File: config.mk
export PLATFORM = sky130hd
export DESIGN_NAME = ex_stage_pipe
export DESIGN_NICKNAME = d
export VERILOG_FILES = /design/src/rtl/ex_stage_pipe.sv
export SDC_FILE = /design/constraint.sdc
export NUM_CORES = 2
export LEC_CHECK = 0
export ABC_AREA = 1
export CAP_MARGIN = 20
export CORE_MARGIN = 8
export CORE_UTILIZATION = 50
export DETAILED_ROUTE_END_ITERATION = 10
export PLACE_DENSITY = 0.72
export SLEW_MARGIN = 0
export SYNTH_ARGS = -nofsm -noshare
export SYNTH_HDL_FRONTEND = slang
export SYNTH_SLANG_ARGS = --single-unit
File: constraint.sdc
create_clock -name clk -period 24.4 [get_ports clk]
set_input_delay 4.88 -clock clk [delete_from_list [all_inputs] [get_ports clk]]
set_output_delay 4.88 -clock clk [all_outputs]
set_load 0.005 [all_outputs]
File: src/rtl/ex_stage_pipe.sv
// ex_stage_pipe
// MIPS execute stage with its EX/MEM pipeline register. Each cycle it selects
// forwarded operands, decodes the ALU operation, computes the ALU result,
// the branch target and the destination register, and registers them toward
// MEM. A mult is run on an iterative unsigned shift-add unit that stalls the
// upstream stage until HI/LO commit.
//
// Ports
//   clk, rst                    clock, asynchronous active-high reset
//   in_valid, flush             ID/EX holds an instruction / squash it (and abort a mult)
//   wb_in, m_in, ex_in          control groups; ex_in = {reg_dst, alu_op[1:0], alu_src}
//   data1_in, data2_in          register-file operands A and B
//   s_extend_in                 sign-extended immediate ([5:0] funct, [10:6] shamt)
//   instr_20_16, instr_15_11    rt / rd specifiers
//   npc_in                      PC+4
//   fwd_a, fwd_b                operand source: 01 MEM, 10 WB, else register file
//   mem_fwd_data, wb_fwd_data   forwarded values
//   stall_out                   high while a mult is in progress
//   out_valid, wb_out, m_out    registered valid and controls toward MEM
//   add_result, alu_result      registered branch target / ALU result
//   write_data, dest_reg, zero  registered store data, destination, result==0

module ex_stage_pipe #(
   parameter int DATA_W     = 32,
   parameter int REG_ADDR_W = 5
) (
   input  logic                  clk,
   input  logic                  rst,
   input  logic                  in_valid,
   input  logic                  flush,
   input  logic [1:0]            wb_in,
   input  logic [2:0]            m_in,
   input  logic [3:0]            ex_in,
   input  logic [DATA_W-1:0]     data1_in,
   input  logic [DATA_W-1:0]     data2_in,
   input  logic [DATA_W-1:0]     s_extend_in,
   input  logic [REG_ADDR_W-1:0] instr_20_16,
   input  logic [REG_ADDR_W-1:0] instr_15_11,
   input  logic [DATA_W-1:0]     npc_in,
   input  logic [1:0]            fwd_a,
   input  logic [1:0]            fwd_b,
   input  logic [DATA_W-1:0]     mem_fwd_data,
   input  logic [DATA_W-1:0]     wb_fwd_data,
   output logic                  stall_out,
   output logic                  out_valid,
   output logic [1:0]            wb_out,
   output logic [2:0]            m_out,
   output logic [DATA_W-1:0]     add_result,
   output logic [DATA_W-1:0]     alu_result,
   output logic [DATA_W-1:0]     write_data,
   output logic [REG_ADDR_W-1:0] dest_reg,
   output logic                  zero
);

   localparam int               CNT_W    = $clog2(DATA_W);
   localparam logic [CNT_W-1:0] CNT_LAST = CNT_W'(DATA_W - 1);
   localparam logic [CNT_W-1:0] CNT_ONE  = CNT_W'(1);

   typedef enum logic [0:0] {
      S_IDLE = 1'b0,
      S_MUL  = 1'b1
   } state_t;

   typedef enum logic [3:0] {
      OP_ADD  = 4'd0,
      OP_SUB  = 4'd1,
      OP_AND  = 4'd2,
      OP_OR   = 4'd3,
      OP_NOR  = 4'd4,
      OP_SLT  = 4'd5,
      OP_SLL  = 4'd6,
      OP_SRL  = 4'd7,
      OP_MFHI = 4'd8,
      OP_MFLO = 4'd9,
      OP_MULT = 4'd10,
      OP_NONE = 4'd11
   } alu_sel_t;

   logic                  w_alu_src;
   logic                  w_reg_dst;
   logic [1:0]            w_alu_op;
   logic [5:0]            w_funct;
   logic [4:0]            w_shamt;
   logic [DATA_W-1:0]     w_opa;
   logic [DATA_W-1:0]     w_fwd_b;
   logic [DATA_W-1:0]     w_opb;
   logic [DATA_W-1:0]     w_alu;
   logic [DATA_W-1:0]     w_target;
   logic [REG_ADDR_W-1:0] w_dest;
   alu_sel_t              w_sel;
   logic                  w_is_mult;
   logic                  w_transfer;

   state_t                r_state;
   state_t                w_state_nxt;
   logic                  w_mul_start;
   logic                  w_mul_step;
   logic                  w_mul_done;
   logic [CNT_W-1:0]      r_cnt;
   logic [2*DATA_W-1:0]   r_mcand;
   logic [2*DATA_W-1:0]   r_acc;
   logic [2*DATA_W-1:0]   w_product;
   logic [DATA_W-1:0]     r_mplier;
   logic [DATA_W-1:0]     r_hi;
   logic [DATA_W-1:0]     r_lo;

   assign w_alu_src = ex_in[0];
   assign w_alu_op  = ex_in[2:1];
   assign w_reg_dst = ex_in[3];
   assign w_funct   = s_extend_in[5:0];

   // Narrow datapaths have no bits above the immediate's top, so the shamt
   // field is zero-extended from whatever part of [10:6] exists.
   if (DATA_W >= 11) begin : g_shamt_full
      assign w_shamt = s_extend_in[10:6];
   end else begin : g_shamt_part
      assign w_shamt = {{(11-DATA_W){1'b0}}, s_extend_in[DATA_W-1:6]};
   end

   // Forwarding muxes for operands A and B
   always_comb begin
      w_opa   = data1_in;
      w_fwd_b = data2_in;
      case (fwd_a)
         2'b01:   w_opa = mem_fwd_data;
         2'b10:   w_opa = wb_fwd_data;
         default: w_opa = data1_in;
      endcase
      case (fwd_b)
         2'b01:   w_fwd_b = mem_fwd_data;
         2'b10:   w_fwd_b = wb_fwd_data;
         default: w_fwd_b = data2_in;
      endcase
   end

   assign w_opb    = w_alu_src ? s_extend_in : w_fwd_b;
   assign w_target = npc_in + {s_extend_in[DATA_W-3:0], 2'b00};
   assign w_dest   = w_reg_dst ? instr_15_11 : instr_20_16;

   // ALU control decode from alu_op and funct
   always_comb begin
      w_sel = OP_NONE;
      case (w_alu_op)
         2'b00: w_sel = OP_ADD;
         2'b01: w_sel = OP_SUB;
         2'b11: w_sel = OP_SLT;
         default: begin
            case (w_funct)
               6'h20:   w_sel = OP_ADD;
               6'h22:   w_sel = OP_SUB;
               6'h24:   w_sel = OP_AND;
               6'h25:   w_sel = OP_OR;
               6'h27:   w_sel = OP_NOR;
               6'h2A:   w_sel = OP_SLT;
               6'h00:   w_sel = OP_SLL;
               6'h02:   w_sel = OP_SRL;
               6'h10:   w_sel = OP_MFHI;
               6'h12:   w_sel = OP_MFLO;
               6'h18:   w_sel = OP_MULT;
               default: w_sel = OP_NONE;
            endcase
         end
      endcase
   end

   // ALU result; mult and unknown functs yield zero here
   always_comb begin
      w_alu = {DATA_W{1'b0}};
      case (w_sel)
         OP_ADD:  w_alu = w_opa + w_opb;
         OP_SUB:  w_alu = w_opa - w_opb;
         OP_AND:  w_alu = w_opa & w_opb;
         OP_OR:   w_alu = w_opa | w_opb;
         OP_NOR:  w_alu = ~(w_opa | w_opb);
         OP_SLT:  w_alu = {{(DATA_W-1){1'b0}}, ($signed(w_opa) < $signed(w_opb))};
         OP_SLL:  w_alu = w_opb << w_shamt;
         OP_SRL:  w_alu = w_opb >> w_shamt;
         OP_MFHI: w_alu = r_hi;
         OP_MFLO: w_alu = r_lo;
         default: w_alu = {DATA_W{1'b0}};
      endcase
   end

   assign w_is_mult  = (w_sel == OP_MULT);
   assign stall_out  = (r_state == S_MUL);
   assign w_transfer = in_valid & ~stall_out & ~flush;

   // Partial product including the current multiplier bit; on the final step
   // this is the full 2*DATA_W-bit product.
   assign w_product = r_acc + (r_mplier[0] ? r_mcand : {(2*DATA_W){1'b0}});

   // Next-state and multiplier sequencing
   always_comb begin
      w_state_nxt = r_state;
      w_mul_start = 1'b0;
      w_mul_step  = 1'b0;
      w_mul_done  = 1'b0;
      case (r_state)
         S_IDLE: begin
            if (w_transfer && w_is_mult) begin
               w_mul_start = 1'b1;
               w_state_nxt = S_MUL;
            end else begin
               w_state_nxt = S_IDLE;
            end
         end
         S_MUL: begin
            if (flush) begin
               w_state_nxt = S_IDLE;
            end else if (r_cnt == CNT_LAST) begin
               w_mul_done  = 1'b1;
               w_state_nxt = S_IDLE;
            end else begin
               w_mul_step  = 1'b1;
               w_state_nxt = S_MUL;
            end
         end
         default: w_state_nxt = S_IDLE;
      endcase
   end

   // State register
   always_ff @(posedge clk or posedge rst) begin
      if (rst) begin
         r_state <= S_IDLE;
      end else begin
         r_state <= w_state_nxt;
      end
   end

   // Shift-add multiplier: multiplicand shifts left, multiplier shifts right
   always_ff @(posedge clk or posedge rst) begin
      if (rst) begin
         r_mcand  <= {(2*DATA_W){1'b0}};
         r_mplier <= {DATA_W{1'b0}};
         r_acc    <= {(2*DATA_W){1'b0}};
         r_cnt    <= {CNT_W{1'b0}};
      end else if (w_mul_start) begin
         r_mcand  <= {{DATA_W{1'b0}}, w_opa};
         r_mplier <= w_fwd_b;
         r_acc    <= {(2*DATA_W){1'b0}};
         r_cnt    <= {CNT_W{1'b0}};
      end else if (w_mul_step) begin
         r_mcand  <= r_mcand << 1;
         r_mplier <= r_mplier >> 1;
         r_acc    <= w_product;
         r_cnt    <= r_cnt + CNT_ONE;
      end else begin
         r_mcand  <= r_mcand;
         r_mplier <= r_mplier;
         r_acc    <= r_acc;
         r_cnt    <= r_cnt;
      end
   end

   // HI/LO commit only on a completed (non-aborted) mult
   always_ff @(posedge clk or posedge rst) begin
      if (rst) begin
         r_hi <= {DATA_W{1'b0}};
         r_lo <= {DATA_W{1'b0}};
      end else if (w_mul_done) begin
         r_hi <= w_product[2*DATA_W-1:DATA_W];
         r_lo <= w_product[DATA_W-1:0];
      end else begin
         r_hi <= r_hi;
         r_lo <= r_lo;
      end
   end

   // EX/MEM register: mult retirement, normal transfer, or bubble
   always_ff @(posedge clk or posedge rst) begin
      if (rst) begin
         out_valid  <= 1'b0;
         wb_out     <= 2'b00;
         m_out      <= 3'b000;
         add_result <= {DATA_W{1'b0}};
         alu_result <= {DATA_W{1'b0}};
         write_data <= {DATA_W{1'b0}};
         dest_reg   <= {REG_ADDR_W{1'b0}};
         zero       <= 1'b0;
      end else if (w_mul_done) begin
         // A retiring mult carries no writeback/memory side effects.
         out_valid  <= 1'b1;
         wb_out     <= 2'b00;
         m_out      <= 3'b000;
         alu_result <= w_product[DATA_W-1:0];
         zero       <= (w_product[DATA_W-1:0] == {DATA_W{1'b0}});
      end else if (w_transfer && !w_is_mult) begin
         out_valid  <= 1'b1;
         wb_out     <= wb_in;
         m_out      <= m_in;
         add_result <= w_target;
         alu_result <= w_alu;
         write_data <= w_fwd_b;
         dest_reg   <= w_dest;
         zero       <= (w_alu == {DATA_W{1'b0}});
      end else begin
         out_valid  <= 1'b0;
         wb_out     <= 2'b00;
         m_out      <= 3'b000;
      end
   end

endmodule

---- Yosys cells after proc, flatten, opt, wreduce, memory -nomap -nowiden ----
Cells that the tools add are included.
operators by class
  reductions and logical operators ........ 11
  multiply operators ...................... 0
  $lt $le $gt $ge ......................... 1
  bitwise gates (word level) .............. 8
  equality and inequality tests ........... 27
  shift operators ......................... 2
  add/sub/neg operators ................... 5
  divide/modulo/power cells ............... 0
  mux-type cells .......................... 35
operators by type and width
  kind                                                              count
  64-bit two-way mux                                                5
  32-bit case mux with 10 select lines                              1
  32-bit two-way mux                                                5
  32-bit case mux with 2 select lines                               2
  32-bit adder                                                      2
  64-bit adder                                                      1
  32-bit logical NOT                                                2
  4-bit case mux with 11 select lines                               1
  6-bit == test (second input constant)                             6
  32-bit AND                                                        1
  32-bit < comparator                                               1
  32-bit inverter                                                   1
  32-bit bitwise OR                                                 1
  32-bit by 5-bit << shifter with 32-bit output                     1
  32-bit by 5-bit right shift with 32-bit output                    1
  32-bit subtractor                                                 1
  6-bit by 5-bit == test with 1-bit output (second input constant)  3
  4-bit by 3-bit == test with 1-bit output (second input constant)  4
  5-bit two-way mux                                                 3
  4-bit == test (second input constant)                             3
  1-bit two-way mux                                                 12
  4-bit case mux with 3 select lines                                1
  4-bit by 2-bit == test with 1-bit output (second input constant)  2
  2-bit by 1-bit == test with 1-bit output (second input constant)  3
  other kinds (17)                                                  26
storage, ports and cells
  memory bits (writable) .................. 0
  flip-flop bits (word level) ............. 338
  memories ................................ 0
  bits in latches ......................... 0
  input bits .............................. 219
  output and inout bits ................... 109
  word-level logic and storage cells ...... 104
  memory bits (read-only) ................. 0

---- Depth between registers and ports, before layout ----
  depth in word-level cells ............... 9
  gate-level depth with buffers ........... 35

---- Worst setup path before layout ----
Ideal clock, no wire load.
  path kind ............................... input port to flip-flop
  start ................................... input fwd_b[0]
  end ..................................... register zero
  arrival ................................. 8128 ps
  stages .................................. 29
  buffers on the path ..................... 1
  required time ........................... 24335 ps
  path slack .............................. 16207 ps
  path through ............................ inv_1 > ha_1 > inv_2 > buf_6 > or2_2 > nand3_1 > nand2_1 > ha_1 > fa_1 > inv_1 > nand2_1 > o21ai_1 > nand2_1 > nand2_1 > nand2_1 > nand2_1 > nand2_1 > nand2_1 > nand2_1 > nand2_1 > xor2_1 > nor2_1 > nor2_1 > nand3_1 > nor2_1 > nand2_1 > nor2_1 > nand2_1 > nand2_1
on the way
  word-level cells in the longest chain between the ends .. 9
  elaborated cells between the ends (all ways) .. 16
  those cells by class .................... 2 x add/sub; 1 x order compare; 2 x eq/ne; 2 x shift; 5 x mux; 3 x bitwise; 1 x reduce/logical
ends and longest elaborated chain
  element                                                                           line  RTL
  start: declaration                                                                41    input logic [1:0] fwd_b,
  2-bit == test / 2-bit by 1-bit == test with 1-bit output (equally long branches)  129   case (fwd_b)
  32-bit case mux with 2 select lines (*)                                           129
  32-bit two-way mux (*)                                                            136   assign w_opb = w_alu_src ? s_extend_in : w_fwd_b;
  parallel branches: the longest is 2 deep, another holds 32-bit subtractor         n/a
  32-bit case mux with 10 select lines (*)                                          169   case (w_sel)
  32-bit logical NOT (*)                                                            296   zero <= (w_alu == {DATA_W{1'b0}});
  1-bit two-way mux (*)                                                             288   end else if (w_transfer && !w_is_mult) begin
  1-bit two-way mux (*)                                                             281   end else if (w_mul_done) begin
  end signal: assignment                                                            287   zero <= (w_product[DATA_W-1:0] == {DATA_W{1'b0}});
  end signal: assignment                                                            296
  end: declaration                                                                  52    output logic zero
Mark *: on every way between the ends. The select of a mux whose other input is x is not followed.
A chain may end at the register's enable or synchronous reset.

---- Worst setup path in the final report ----
  start ................................... input fwd_a[0]
  end ..................................... register zero
on the way
  word-level cells in the longest chain between the ends .. 8
  elaborated cells between the ends (all ways) .. 13
  those cells by class .................... 2 x add/sub; 1 x order compare; 2 x eq/ne; 4 x mux; 3 x bitwise; 1 x reduce/logical
ends and longest elaborated chain
  element                                                                           line  RTL
  start: declaration                                                                40    input logic [1:0] fwd_a,
  2-bit == test / 2-bit by 1-bit == test with 1-bit output (equally long branches)  124   case (fwd_a)
  32-bit case mux with 2 select lines (*)                                           124
  parallel branches: the longest is 2 deep, another holds 32-bit subtractor         n/a
  32-bit case mux with 10 select lines (*)                                          169
  32-bit logical NOT (*)                                                            296
  1-bit two-way mux (*)                                                             288
  1-bit two-way mux (*)                                                             281
Marked as above.

==> reports/summary.txt <==
status: complete, no violations
Hold Vio Cnt, Final: 0
CP Max Fanout: 33
Setup violations, final: 0
post-synthesis async set-or-reset flop share: 100.0%
total chip power: 2221 uW
Hold Path Class: reg -> reg
vias in the first global route: 33490
first-pass GRT wire length: 225300 um
synth unique cells: 59
YS warnings: 0
root buffer cell: clkbuf_16
Die Width: 265.6 um
min-delay src: add_result[0]
Synth top area share: 27.15%
Syn Area/Cell: 6.405 um^2
via count: 37100
Max VDD drop: 0.06630 mV
Pre-antenna DRT Iters: 7
Core ar.: 61710 um^2
RSZ-0062 raised after global routing: false
Most Crowded Layer GR: met2
worst skew pair latency: 0.60 ns
die height: 265.6 um
Final Critical Period: 10.84 ns
vias per cell: 6.234
CP endpoint kind: register
Slew HR: 14.31%
max-cap violation count: 0
sequential area share after synthesis: 27.15%
Yosys reg bits: 338
Util after Layout: 59.15%
Clk pin slew, worst setup/hold paths: 0.06 ns
final slew viol count: 0
commonest non-fill, non-tap cell in the layout: nand2_1
Residual DRC: 0
Post-Syn Nets: 5284
ys flop type: dfrtp_1
Post-Synthesis Cells: 4864
R2R Setup Slk: 19.66 ns
CTS Buffer Depth: 3
most frequent cells in the layout: 1397 x nand2_1, 592 x nand3_1, 525 x inv_1
CP Launch Type: input pin
Hold EP: add_result[0]
TNS Setup: 0 ns
HPWL after DPL: 124800 um
Iteration-0 DRC Markers: 6442
hold depth: 2
worst reg2reg endpoint: r_hi[21]
WL per Instance: 26.39 um
Worst Hold Slack: 0.4731 ns
Routed Antenna Nets: 0
Worst EP arrival: 11.35 ns
met1 Usage GRT: 59.24%
critical path required time: 24.91 ns
row count: 91
Slew @ Worst Pin: 1.272 ns
Placer Congestion: 1.074
layout net count: 5489
CTS-repair resized insts: 0
setup bufs post-CTS: 0
Area after DPL: 34950 um^2
CTS Sinks: 338
H-tree levels: 2
final wirelength: 157000 um
Area growth syn-to-layout: 17.17%
Final period util: 44.43%
antenna violations before repair: 16
Post-CTS Hold Buffers: 0
Worst Reg-to-Reg Cells: 17
met3 Track Usage GR: 13.20%
Final Skew: 0.02976 ns
gr usage total: 42.60%
IO buf count: 327
EDFF count, synth: 0
final global-route overflow total: 0
synth top area cells: dfrtp_1 27%, nand2_1 17%, nand3_1 9.5%
Lkg Pwr: 0.01856 uW
design area: 36500 um^2
Crit Path Category: in -> reg
cell area power density: 60.84 nW/um^2
# IOs: 328
Initial Util: 50.48%
Top Registers: r_acc: 64 flops, r_mcand: 64 flops
GRT met2 Usage: 60.02%
fmax: 92.25 MHz
layout cell share with drive strength beyond 1: 4.706%
Die ar.: 70550 um^2
largest net degree at the start of global routing: 164
CTS buffer count: 41
area leader, netlist: dfrtp_1
mapped cell area: 31150 um^2
TritonCTS clock tree: done
reg2reg start: r_mplier[0]
through the flow:
stage / cells / setup WS, ns
after floorplan: 4864 / 10.15
after global placement: 5860 / 13.04
after detailed placement: 5860 / 13.18
after CTS: 5934 / 13.74
after global routing: 5951 / 13.55
final: 5951 / 13.56
cells by family (layout without fill, tap and decap cells):
kind of cell | after synthesis | in the layout | share of synthesized area (%)
compound gates | 842 | 842 | 16.01
buf+inv | 760 | 996 | 9.495
simple gates | 2631 | 2631 | 36.59
xor+xnor | 92 | 92 | 2.587
flops | 338 | 338 | 27.15
fa+ha+maj | 201 | 201 | 8.169
other cells | 0 | 14 | 0
critical path, cell delays in order:
cell,delay (ns)
clkdlybuf4s50_1,0.50
inv_1,0.05
ha_1,0.27
buf_4,0.35
inv_1,0.60
o21ai_0,1.19
inv_1,0.19
ha_1,0.47
nand2_1,0.14
nor3_1,0.72
nand3_1,0.42
nand3_1,0.25
nand2_1,0.07
nand2_1,0.08
inv_1,0.05
nand2_1,0.05
nand3_1,0.08
nor2_1,0.12
nand3_1,0.24
nor2_1,0.17
nand2_1,0.07
nor2_1,0.08
nand2_1,0.07
nor2_1,0.09
nand2_1,0.07
nand2_1,0.05
where the power goes:
| part | switching [uW] | internal, uW | total (uW) |
|---|---|---|---|
| registers | 46.3 | 618 | 664 |
| logic | 576 | 290 | 866 |
| clock network | 267 | 423 | 690 |
cell usage after synthesis, types with 5 or more instances:
cell and n:
a22o_1 13, a221o_1 31, dfrtp_1 338, nand2_1 1397, o21a_1 9, xor2_1 66, o211ai_1 74, nand3_1 593
a21o_1 7, nand3_2 30, o21ai_0 293, a32o_1 6, or2_1 25, nor3_1 34, nor4_1 14, buf_2 44
a31oi_1 45, or2_2 39, a21oi_1 240, o21bai_1 11, nor2_1 391, buf_6 5, xnor2_1 26, o221ai_1 27
o21ai_1 24, inv_2 14, o22ai_1 41, nand3b_1 19, nand2_2 5, ha_1 197, nand4_1 63, clkbuf_1 138
inv_1 528, buf_1 23, nor2_4 7
layer usage:
layer,vias to the layer above,part of all wire (%)
met1,17410,40
met3,406,14
met2,2738,40
met4,4,5.2
met5,-,0.015
li1,16540,-
worst max path at each step:
stage          startpoint             to  cells past startpoint
6_report         fwd_a[0]           zero                     26
5_1_grt          fwd_a[0]           zero                     26
4_1_cts          fwd_a[0]           zero                     27
3_5_place_dp     fwd_a[0]           zero                     27
3_3_place_gp     fwd_a[0]           zero                     27
2_1_floorplan         rst  add_result[0]                      1
cell type report:
cell class	count	area, um^2
diodes	14	35.03
clock buffers	60	1229
clock inverters	14	262.8
fillers	6022	25210
inverters	546	2059
multi-input cells	3766	19770
flip-flops and latches	338	8459
well taps	837	1047
repair buffers	376	3638
Note: power is estimated with default switching activity, not from simulation.
